$ cat src/rtl/pe_pkg.sv
// Shared encodings and constants for the FP16 weight-stationary processing element.
package pe_pkg;

   localparam int FP16_W       = 16;
   localparam int MAC_FP16_LAT = 9;

   localparam logic [FP16_W-1:0] FP16_ZERO = 16'h0000;

   // Per-sample operating mode; 2'b11 behaves exactly like BYPASS.
   typedef enum logic [1:0] {
      MODE_MAC     = 2'b00,
      MODE_MUL     = 2'b01,
      MODE_BYP     = 2'b10,
      MODE_BYP_ALT = 2'b11
   } pe_mode_e;

   // Both upper encodings route psum_in straight through.
   function automatic logic mode_is_bypass(input logic [1:0] m);
      return m[1];
   endfunction

   // Only arithmetic modes count as operations.
   function automatic logic mode_is_arith(input logic [1:0] m);
      return ~m[1];
   endfunction

endpackage

$ cat src/rtl/MAC_FP_16.sv
// FP16 fused multiply-add Acc_Out = A*B + C, 9-cycle latency, round to
// nearest even. The sum is formed exactly in a wide fixed-point word (LSB
// weight 2^-48) and rounded once. Any Inf/NaN operand yields a quiet NaN.
module MAC_FP_16 (
   input  logic        clk,
   input  logic        rst,
   input  logic [15:0] A,
   input  logic [15:0] B,
   input  logic [15:0] C,
   output logic [15:0] Acc_Out
);

   localparam int STAGES = 9;
   localparam int SUM_W  = 82;

   logic [15:0]      stage_d [STAGES];
   logic [15:0]      stage_q [STAGES];

   logic [4:0]       ea, eb, ec;
   logic [10:0]      ma, mb, mc;
   logic [21:0]      prod;
   logic [SUM_W-1:0] pv, cv, mag;
   logic             ps, rs, rnd, stk;
   logic [6:0]       lead, lsb, ebase;
   logic [11:0]      mant;
   logic [16:0]      res;
   logic [15:0]      result;

   // Position of the most significant set bit (0 for an all-zero word).
   function automatic logic [6:0] lead_one(input logic [SUM_W-1:0] v);
      logic [6:0] pos;
      pos = 7'd0;
      for (int i = 0; i < SUM_W; i++) begin
         if (v[i]) begin
            pos = 7'(i);
         end else begin
            pos = pos;
         end
      end
      return pos;
   endfunction

   // Exact product-plus-addend, then a single normalise and round step.
   always_comb begin
      ma = {(A[14:10] != 5'd0), A[9:0]};
      mb = {(B[14:10] != 5'd0), B[9:0]};
      mc = {(C[14:10] != 5'd0), C[9:0]};
      ea = (A[14:10] == 5'd0) ? 5'd1 : A[14:10];
      eb = (B[14:10] == 5'd0) ? 5'd1 : B[14:10];
      ec = (C[14:10] == 5'd0) ? 5'd1 : C[14:10];
      prod = {11'd0, ma} * {11'd0, mb};
      pv = {60'd0, prod} << ({2'd0, ea} + {2'd0, eb} - 7'd2);
      cv = {71'd0, mc} << ({2'd0, ec} + 7'd23);
      ps = A[15] ^ B[15];
      if (ps == C[15]) begin
         mag = pv + cv;
         rs  = ps;
      end else if (pv >= cv) begin
         mag = pv - cv;
         rs  = ps;
      end else begin
         mag = cv - pv;
         rs  = C[15];
      end
      lead = lead_one(mag);
      // Normal results keep 11 bits below the leading one; smaller ones
      // are pinned to the subnormal grid (LSB weight 2^-24).
      if (lead >= 7'd34) begin
         ebase = lead - 7'd33;
         lsb   = lead - 7'd10;
      end else begin
         ebase = 7'd1;
         lsb   = 7'd24;
      end
      mant = 12'(mag >> lsb);
      rnd  = mag[lsb - 7'd1];
      stk  = |(mag & ((82'd1 << (lsb - 7'd1)) - 82'd1));
      if (rnd && (stk || mant[0])) begin
         mant = mant + 12'd1;
      end else begin
         mant = mant;
      end
      // Adding the hidden bit onto (exp-1) lets a rounding carry bump the exponent.
      res = {ebase - 7'd1, 10'd0} + {5'd0, mant};
      if ((A[14:10] == 5'h1F) || (B[14:10] == 5'h1F) || (C[14:10] == 5'h1F)) begin
         result = 16'h7E00;
      end else if (mag == {SUM_W{1'b0}}) begin
         result = 16'h0000;
      end else if (res >= 17'h07C00) begin
         result = {rs, 15'h7C00};
      end else begin
         result = {rs, res[14:0]};
      end
   end

   // Pipeline next state: result enters stage 0 and shifts down.
   always_comb begin
      stage_d[0] = result;
      for (int i = 1; i < STAGES; i++) begin
         stage_d[i] = stage_q[i-1];
      end
   end

   // Pipeline registers.
   always_ff @(posedge clk) begin
      if (rst) begin
         for (int i = 0; i < STAGES; i++) begin
            stage_q[i] <= 16'h0000;
         end
      end else begin
         stage_q <= stage_d;
      end
   end

   assign Acc_Out = stage_q[STAGES-1];

endmodule

$ cat src/rtl/pe_delay_line.sv
// Fixed-depth shift register; synchronous reset clears every stage.
module pe_delay_line #(
   parameter int WIDTH = 1,
   parameter int DEPTH = 1
) (
   input  logic             clk,
   input  logic             rst,
   input  logic [WIDTH-1:0] d,
   output logic [WIDTH-1:0] q
);

   logic [WIDTH-1:0] stage_d [DEPTH];
   logic [WIDTH-1:0] stage_q [DEPTH];

   // Next state: each stage takes the value of the one before it.
   always_comb begin
      stage_d[0] = d;
      for (int i = 1; i < DEPTH; i++) begin
         stage_d[i] = stage_q[i-1];
      end
   end

   // Stage registers, cleared on reset so nothing stale escapes.
   always_ff @(posedge clk) begin
      if (rst) begin
         for (int i = 0; i < DEPTH; i++) begin
            stage_q[i] <= {WIDTH{1'b0}};
         end
      end else begin
         stage_q <= stage_d;
      end
   end

   assign q = stage_q[DEPTH-1];

endmodule

$ cat src/rtl/pe_fp16_ws_v2.sv
// Weight-stationary FP16 PE with ping-pong weight banks, per-sample weight
// select and mode, fixed MAC_LAT result latency and a saturating op counter.
module pe_fp16_ws_v2
   import pe_pkg::*;
#(
   parameter int MAC_LAT = MAC_FP16_LAT,
   parameter int NUM_W   = 4,
   parameter int WSEL_W  = (NUM_W > 1) ? $clog2(NUM_W) : 1,
   parameter int CNT_W   = 32
) (
   input  logic              clk,
   input  logic              rst,
   input  logic              load_en,
   input  logic [WSEL_W-1:0] load_addr,
   input  logic [15:0]       weight_in,
   input  logic              bank_swap,
   input  logic              in_valid,
   input  logic [15:0]       ifmap_in,
   input  logic [WSEL_W-1:0] w_sel,
   input  logic [1:0]        mode,
   input  logic [15:0]       psum_in,
   output logic [15:0]       ifmap_out,
   output logic              ifmap_valid_out,
   output logic [WSEL_W-1:0] w_sel_out,
   output logic [1:0]        mode_out,
   output logic [15:0]       psum_out,
   output logic              out_valid,
   output logic              active_bank,
   output logic [CNT_W-1:0]  op_count,
   input  logic              cnt_clr
);

   localparam logic [WSEL_W:0] NUM_W_L = (WSEL_W+1)'(NUM_W);

   logic [FP16_W-1:0] bank_d [2][NUM_W];
   logic [FP16_W-1:0] bank_q [2][NUM_W];
   logic              active_d, active_q;
   logic [15:0]       ifmap_d, ifmap_q;
   logic              ifv_d, ifv_q;
   logic [WSEL_W-1:0] wsel_d, wsel_q;
   logic [1:0]        mode_d, mode_q;
   logic [CNT_W-1:0]  cnt_d, cnt_q;

   logic              byp;
   logic [15:0]       weight_rd;
   logic [15:0]       mac_a, mac_c;
   logic [15:0]       acc_out;
   logic              vld_dly, byp_dly;
   logic [15:0]       psum_dly;
   logic [15:0]       psum_mux;

   // Shadow-bank write and bank swap; same-cycle load targets the pre-swap shadow.
   always_comb begin
      bank_d = bank_q;
      if (load_en && ({1'b0, load_addr} < NUM_W_L)) begin
         bank_d[~active_q][load_addr] = weight_in;
      end else begin
         bank_d = bank_q;
      end
      if (bank_swap) begin
         active_d = ~active_q;
      end else begin
         active_d = active_q;
      end
   end

   // Operand selection: weight from the pre-swap active bank, A gated when unused.
   always_comb begin
      byp = mode_is_bypass(mode);
      if ({1'b0, w_sel} < NUM_W_L) begin
         weight_rd = bank_q[active_q][w_sel];
      end else begin
         weight_rd = FP16_ZERO;
      end
      if (in_valid && !byp) begin
         mac_a = ifmap_in;
      end else begin
         mac_a = FP16_ZERO;
      end
      if (mode == MODE_MUL) begin
         mac_c = FP16_ZERO;
      end else begin
         mac_c = psum_in;
      end
   end

   // Forwarding and op-counter next state; clear beats increment, count saturates.
   always_comb begin
      ifmap_d = ifmap_in;
      ifv_d   = in_valid;
      wsel_d  = w_sel;
      mode_d  = mode;
      if (cnt_clr) begin
         cnt_d = {CNT_W{1'b0}};
      end else if (in_valid && mode_is_arith(mode) && (cnt_q != {CNT_W{1'b1}})) begin
         cnt_d = cnt_q + CNT_W'(1);
      end else begin
         cnt_d = cnt_q;
      end
   end

   // Weight bank storage and active-bank pointer.
   always_ff @(posedge clk) begin
      if (rst) begin
         for (int b = 0; b < 2; b++) begin
            for (int i = 0; i < NUM_W; i++) begin
               bank_q[b][i] <= FP16_ZERO;
            end
         end
         active_q <= 1'b0;
      end else begin
         bank_q   <= bank_d;
         active_q <= active_d;
      end
   end

   // One-cycle forwarding registers to the right-hand neighbour and op counter.
   always_ff @(posedge clk) begin
      if (rst) begin
         ifmap_q <= 16'h0000;
         ifv_q   <= 1'b0;
         wsel_q  <= {WSEL_W{1'b0}};
         mode_q  <= 2'b00;
         cnt_q   <= {CNT_W{1'b0}};
      end else begin
         ifmap_q <= ifmap_d;
         ifv_q   <= ifv_d;
         wsel_q  <= wsel_d;
         mode_q  <= mode_d;
         cnt_q   <= cnt_d;
      end
   end

   MAC_FP_16 u_mac (
      .clk     (clk),
      .rst     (rst),
      .A       (mac_a),
      .B       (weight_rd),
      .C       (mac_c),
      .Acc_Out (acc_out)
   );

   pe_delay_line #(.WIDTH(1), .DEPTH(MAC_LAT)) u_vld_dly (
      .clk (clk),
      .rst (rst),
      .d   (in_valid),
      .q   (vld_dly)
   );

   pe_delay_line #(.WIDTH(1), .DEPTH(MAC_LAT)) u_byp_dly (
      .clk (clk),
      .rst (rst),
      .d   (byp),
      .q   (byp_dly)
   );

   pe_delay_line #(.WIDTH(16), .DEPTH(MAC_LAT)) u_psum_dly (
      .clk (clk),
      .rst (rst),
      .d   (psum_in),
      .q   (psum_dly)
   );

   // Result select aligned with the MAC output; zero whenever nothing is valid.
   always_comb begin
      if (!vld_dly) begin
         psum_mux = FP16_ZERO;
      end else if (byp_dly) begin
         psum_mux = psum_dly;
      end else begin
         psum_mux = acc_out;
      end
   end

   assign psum_out        = psum_mux;
   assign out_valid       = vld_dly;
   assign ifmap_out       = ifmap_q;
   assign ifmap_valid_out = ifv_q;
   assign w_sel_out       = wsel_q;
   assign mode_out        = mode_q;
   assign active_bank     = active_q;
   assign op_count        = cnt_q;

endmodule

$ cat config.mk
export PLATFORM = sky130hd
export DESIGN_NAME = pe_fp16_ws_v2
export DESIGN_NICKNAME = d
export VERILOG_FILES = /design/src/rtl/pe_pkg.sv /design/src/rtl/MAC_FP_16.sv /design/src/rtl/pe_delay_line.sv /design/src/rtl/pe_fp16_ws_v2.sv
export SDC_FILE = /design/constraint.sdc
export NUM_CORES = 2
export LEC_CHECK = 0
export BUFFER_PORTS_ARGS = -buffer_cell sky130_fd_sc_hd__buf_2
export CAP_MARGIN = 5
export CORE_MARGIN = 2
export CORE_UTILIZATION = 32
export CTS_BUF_LIST = sky130_fd_sc_hd__clkbuf_4 sky130_fd_sc_hd__clkbuf_8
export DETAILED_ROUTE_END_ITERATION = 16
export SLEW_MARGIN = 10
export SYNTH_ARGS = -nofsm -noshare
export SYNTH_HDL_FRONTEND = slang
export SYNTH_SLANG_ARGS = --single-unit
$ cat constraint.sdc
create_clock -name clk -period 29.1 [get_ports clk]
set_input_delay 2.91 -clock clk [delete_from_list [all_inputs] [get_ports clk]]
set_output_delay 2.91 -clock clk [all_outputs]
set_load 0.1 [all_outputs]
==> run metrics <==
register-to-register setup slack 3.95 ns; synthesized flop and latch total 486; Clock Tree Buf Depth 3; DR WL/cell 31.3 um; slowest stage delay, CP 1.05 ns; yosys warns 0; Mapped Avg Cell Area 7.22 um2; Die ar. 164000 um2; input/output buffers 130; combinational share of power 0.789; DRC Markers 0; DP Wirelength 237000 um; Post-CTS Setup Bufs 0; initial antenna violation count 28; Fillers 17400; fin. max-slew vios 0; met2 global-route usage 0.476; maxcap violations 0; cts repair resizes 0; min cycle time layout 27.41 ns; top-count cell post-synth nand2_1; crit end category register; GP Congestion 1.14; Pint 2320 uW; DR iter-0 viols 9126; final hold violation count 0; row cnt 147; largest cells by area after synthesis dfxtp_1, ha_1, a21oi_1, nand2_1, nor2_1; Post-synth EDFFs 0; Synth Cell Area 51600 um2; gr usage total 0.344; CTS tree done; largest area contributor in the netlist dfxtp_1; CTS Hold Bufs 0; Core ar. 160000 um2; cell count after synthesis 7142; placed cell area 55300 um2; Vias 59800; Fin Clk Skew 0.0383 ns; FFs w/ async S/R, synth 0; DP Worst Slack 2.11 ns; Period Utilization, post-route 0.942; final wirelength 295000 um; Sw Share 0.612; Slew headroom 0.0560; startpoint types input port; endpoints failing setup 0; Netlist cell types 131; accumulated negative setup slack 0 ns; worst min path class reg2reg; # H-tree levels 3; Peak VDD IR 0.0600 mV; pin count of the biggest net entering global routing 231; Design Power 5980 uW; Die Wd 406 um; GRT busiest layer met2; nets@finish 7624; crit path max-delay cell type o21ai_0; Flop pwr share 0.115; drt via density 6.35; die height 406 um; final setup margin 1.69 ns; vias in the first global route 54700; cell area after layout 56900 um2; clock buffer count from CTS 70; Most used DFF post-synth dfxtp_1; Antenna Nets Post-Route 0; Synth top area share 0.189; first-pass GRT wire length 412000 um; clk_lat worst skew 0.68 ns; Sinks on Clock Net 486; pwr/cell area 105 nW/um2; grt total ovfl 0; drt first pass iters 9; CTS clock-pin slew for the worst setup and hold paths 0.06 ns; share of layout cells above drive strength 1 0.110; clock share of power 0.096; Static Leakage 0.0230 uW; arrival time at the worst endpoint 27.97 ns; most frequent cells after synthesis nand2_1, a21oi_1, nor2_1, dfxtp_1, inv_1; clock root buffer clkbuf_8; run status finished, final reports clean; switching pwr 3660 uW; Ports 131; Layout area overhead 10.3%; Starting Density 0.322; FMAX 36.5 MHz; Slew @ Worst Pin 1.41 ns; M3 GR Usage 0.118; peak fanout along the critical path 19; Crit Path Class in2reg; Worst EP required 29.66 ns; RSZ-0062 raised after global routing no; met1 usage 0.468; Seq/Total Area, Yosys 0.189
[worst max-delay path, delay by kind of cell]
kind / cells / cell delay, ns
adder cells (fa/ha/maj): 12 / 5.04
buffers and inverters: 9 / 1.94
XOR/XNOR: 4 / 0.87
AND/OR/NAND/NOR: 24 / 6.09
AO/OA/AOI/OAI: 28 / 8.85
multiplexers: 5 / 2.21
[kinds of logic (layout without fill, tap and decap cells)]
kind of cell             count (synthesis)  after routing  share of synthesized area
XOR/XNOR                               184            184                     0.0330
adder cells (fa/ha/maj)                381            381                      0.105
AND/OR/NAND/NOR                       2838           2838                      0.270
multiplexers                           213            213                     0.0565
buffers and inverters                  827            871                     0.0634
AO/OA/AOI/OAI                         2211           2211                      0.284
other                                    2             63                   0.000146
flip-flops                             486            486                      0.189
[through the flow]
step | utilization | std cells | hold slack, ns
after global routing | 0.354 | 9391 | 0.438
after global placement | 0.345 | 9271 | 0.415
after detailed placement | 0.345 | 9271 | 0.420
final | 0.355 | 9407 | 0.423
after CTS | 0.354 | 9390 | 0.418
after floorplan | - | 7186 | 0.414
[layer usage]
layer	routed length (um)	vias up	share of wire
li1	-	25700	-
met5	203	-	0.00069
met2	115000	4152	0.39
met4	17900	28	0.061
met3	38200	797	0.13
met1	123000	29000	0.42
[power by group through the flow]
stage	logic [uW]	clock network (uW)	registers, uW
floorplan	2500	0	714
global route	4770	622	691
finish	4720	574	690
global placement	4440	0	704
detailed placement	4390	0	704
CTS	4410	593	690
[path summary, 6_finish.rpt]
path                           from  cells past startpoint                  to
hold / removal    u_mac.stage_d[31]                      1   u_mac.stage_d[15]
setup / recovery           w_sel[0]                     82  u_mac.stage_d[113]
setup reg to reg        active_bank                     78  u_mac.stage_d[113]
hold reg to reg   u_mac.stage_d[31]                      1   u_mac.stage_d[15]
[state kept, by name, summed over array words and instances, names as in the netlist]
| signal | flops |
|---|---|
| active_bank | 1 |
| bank_q | 128 |
| ifmap_out | 16 |
| mode_out | 2 |
| op_count | 32 |
| u_byp_dly.q | 1 |
| u_byp_dly.stage_d | 7 |
| u_mac.Acc_Out | 16 |
| u_mac.stage_d | 128 |
| u_psum_dly.q | 16 |
| u_psum_dly.stage_d | 128 |
| u_vld_dly.q | 1 |
| u_vld_dly.stage_d | 8 |
| w_sel_out | 2 |
[cell usage in the layout (no fill, tap or decap), types with 31 or more instances in the layout]
cell type	synthesis	layout
dfxtp_1	486	485
nor4_1	60	58
nand3_1	200	200
nor2_1	678	669
mux2_2	33	33
nor2b_1	367	366
and3_1	46	46
a211oi_1	107	105
nand4_1	89	89
or3_1	62	62
xnor2_1	123	109
buf_4	15	228
xor2_1	52	51
nand2_1	822	821
or2_2	66	66
a21o_1	82	82
mux2i_1	119	118
and2_1	66	65
o22ai_1	38	38
a21boi_0	33	31
buf_2	67	129
nand2b_1	72	72
o21ai_0	367	363
inv_1	381	381
fa_1	85	85
a2111oi_0	31	31
a21oi_1	690	690
a31oi_1	80	79
o21ai_1	40	40
nor3_1	177	175
conb_1	2	46
ha_1	296	296
o211ai_1	101	101
mux4_2	59	59
o21bai_1	75	75
a22oi_1	32	32
o31ai_1	58	57
o21a_1	64	64
clkbuf_8	0	91
[layout make-up]
cell class	instances	area (um2)	area share
clock inverter	16	159	0.00279
multi-input combinational	5873	39000	0.686
sequential	486	9730	0.171
inverter	392	1470	0.0259
tap	2160	2700	0.0475
timing repair buffer	360	2410	0.0424
clock buffer	103	1340	0.0236
antenna	17	42.5	0.000748
(Power assumes the default switching activity.)
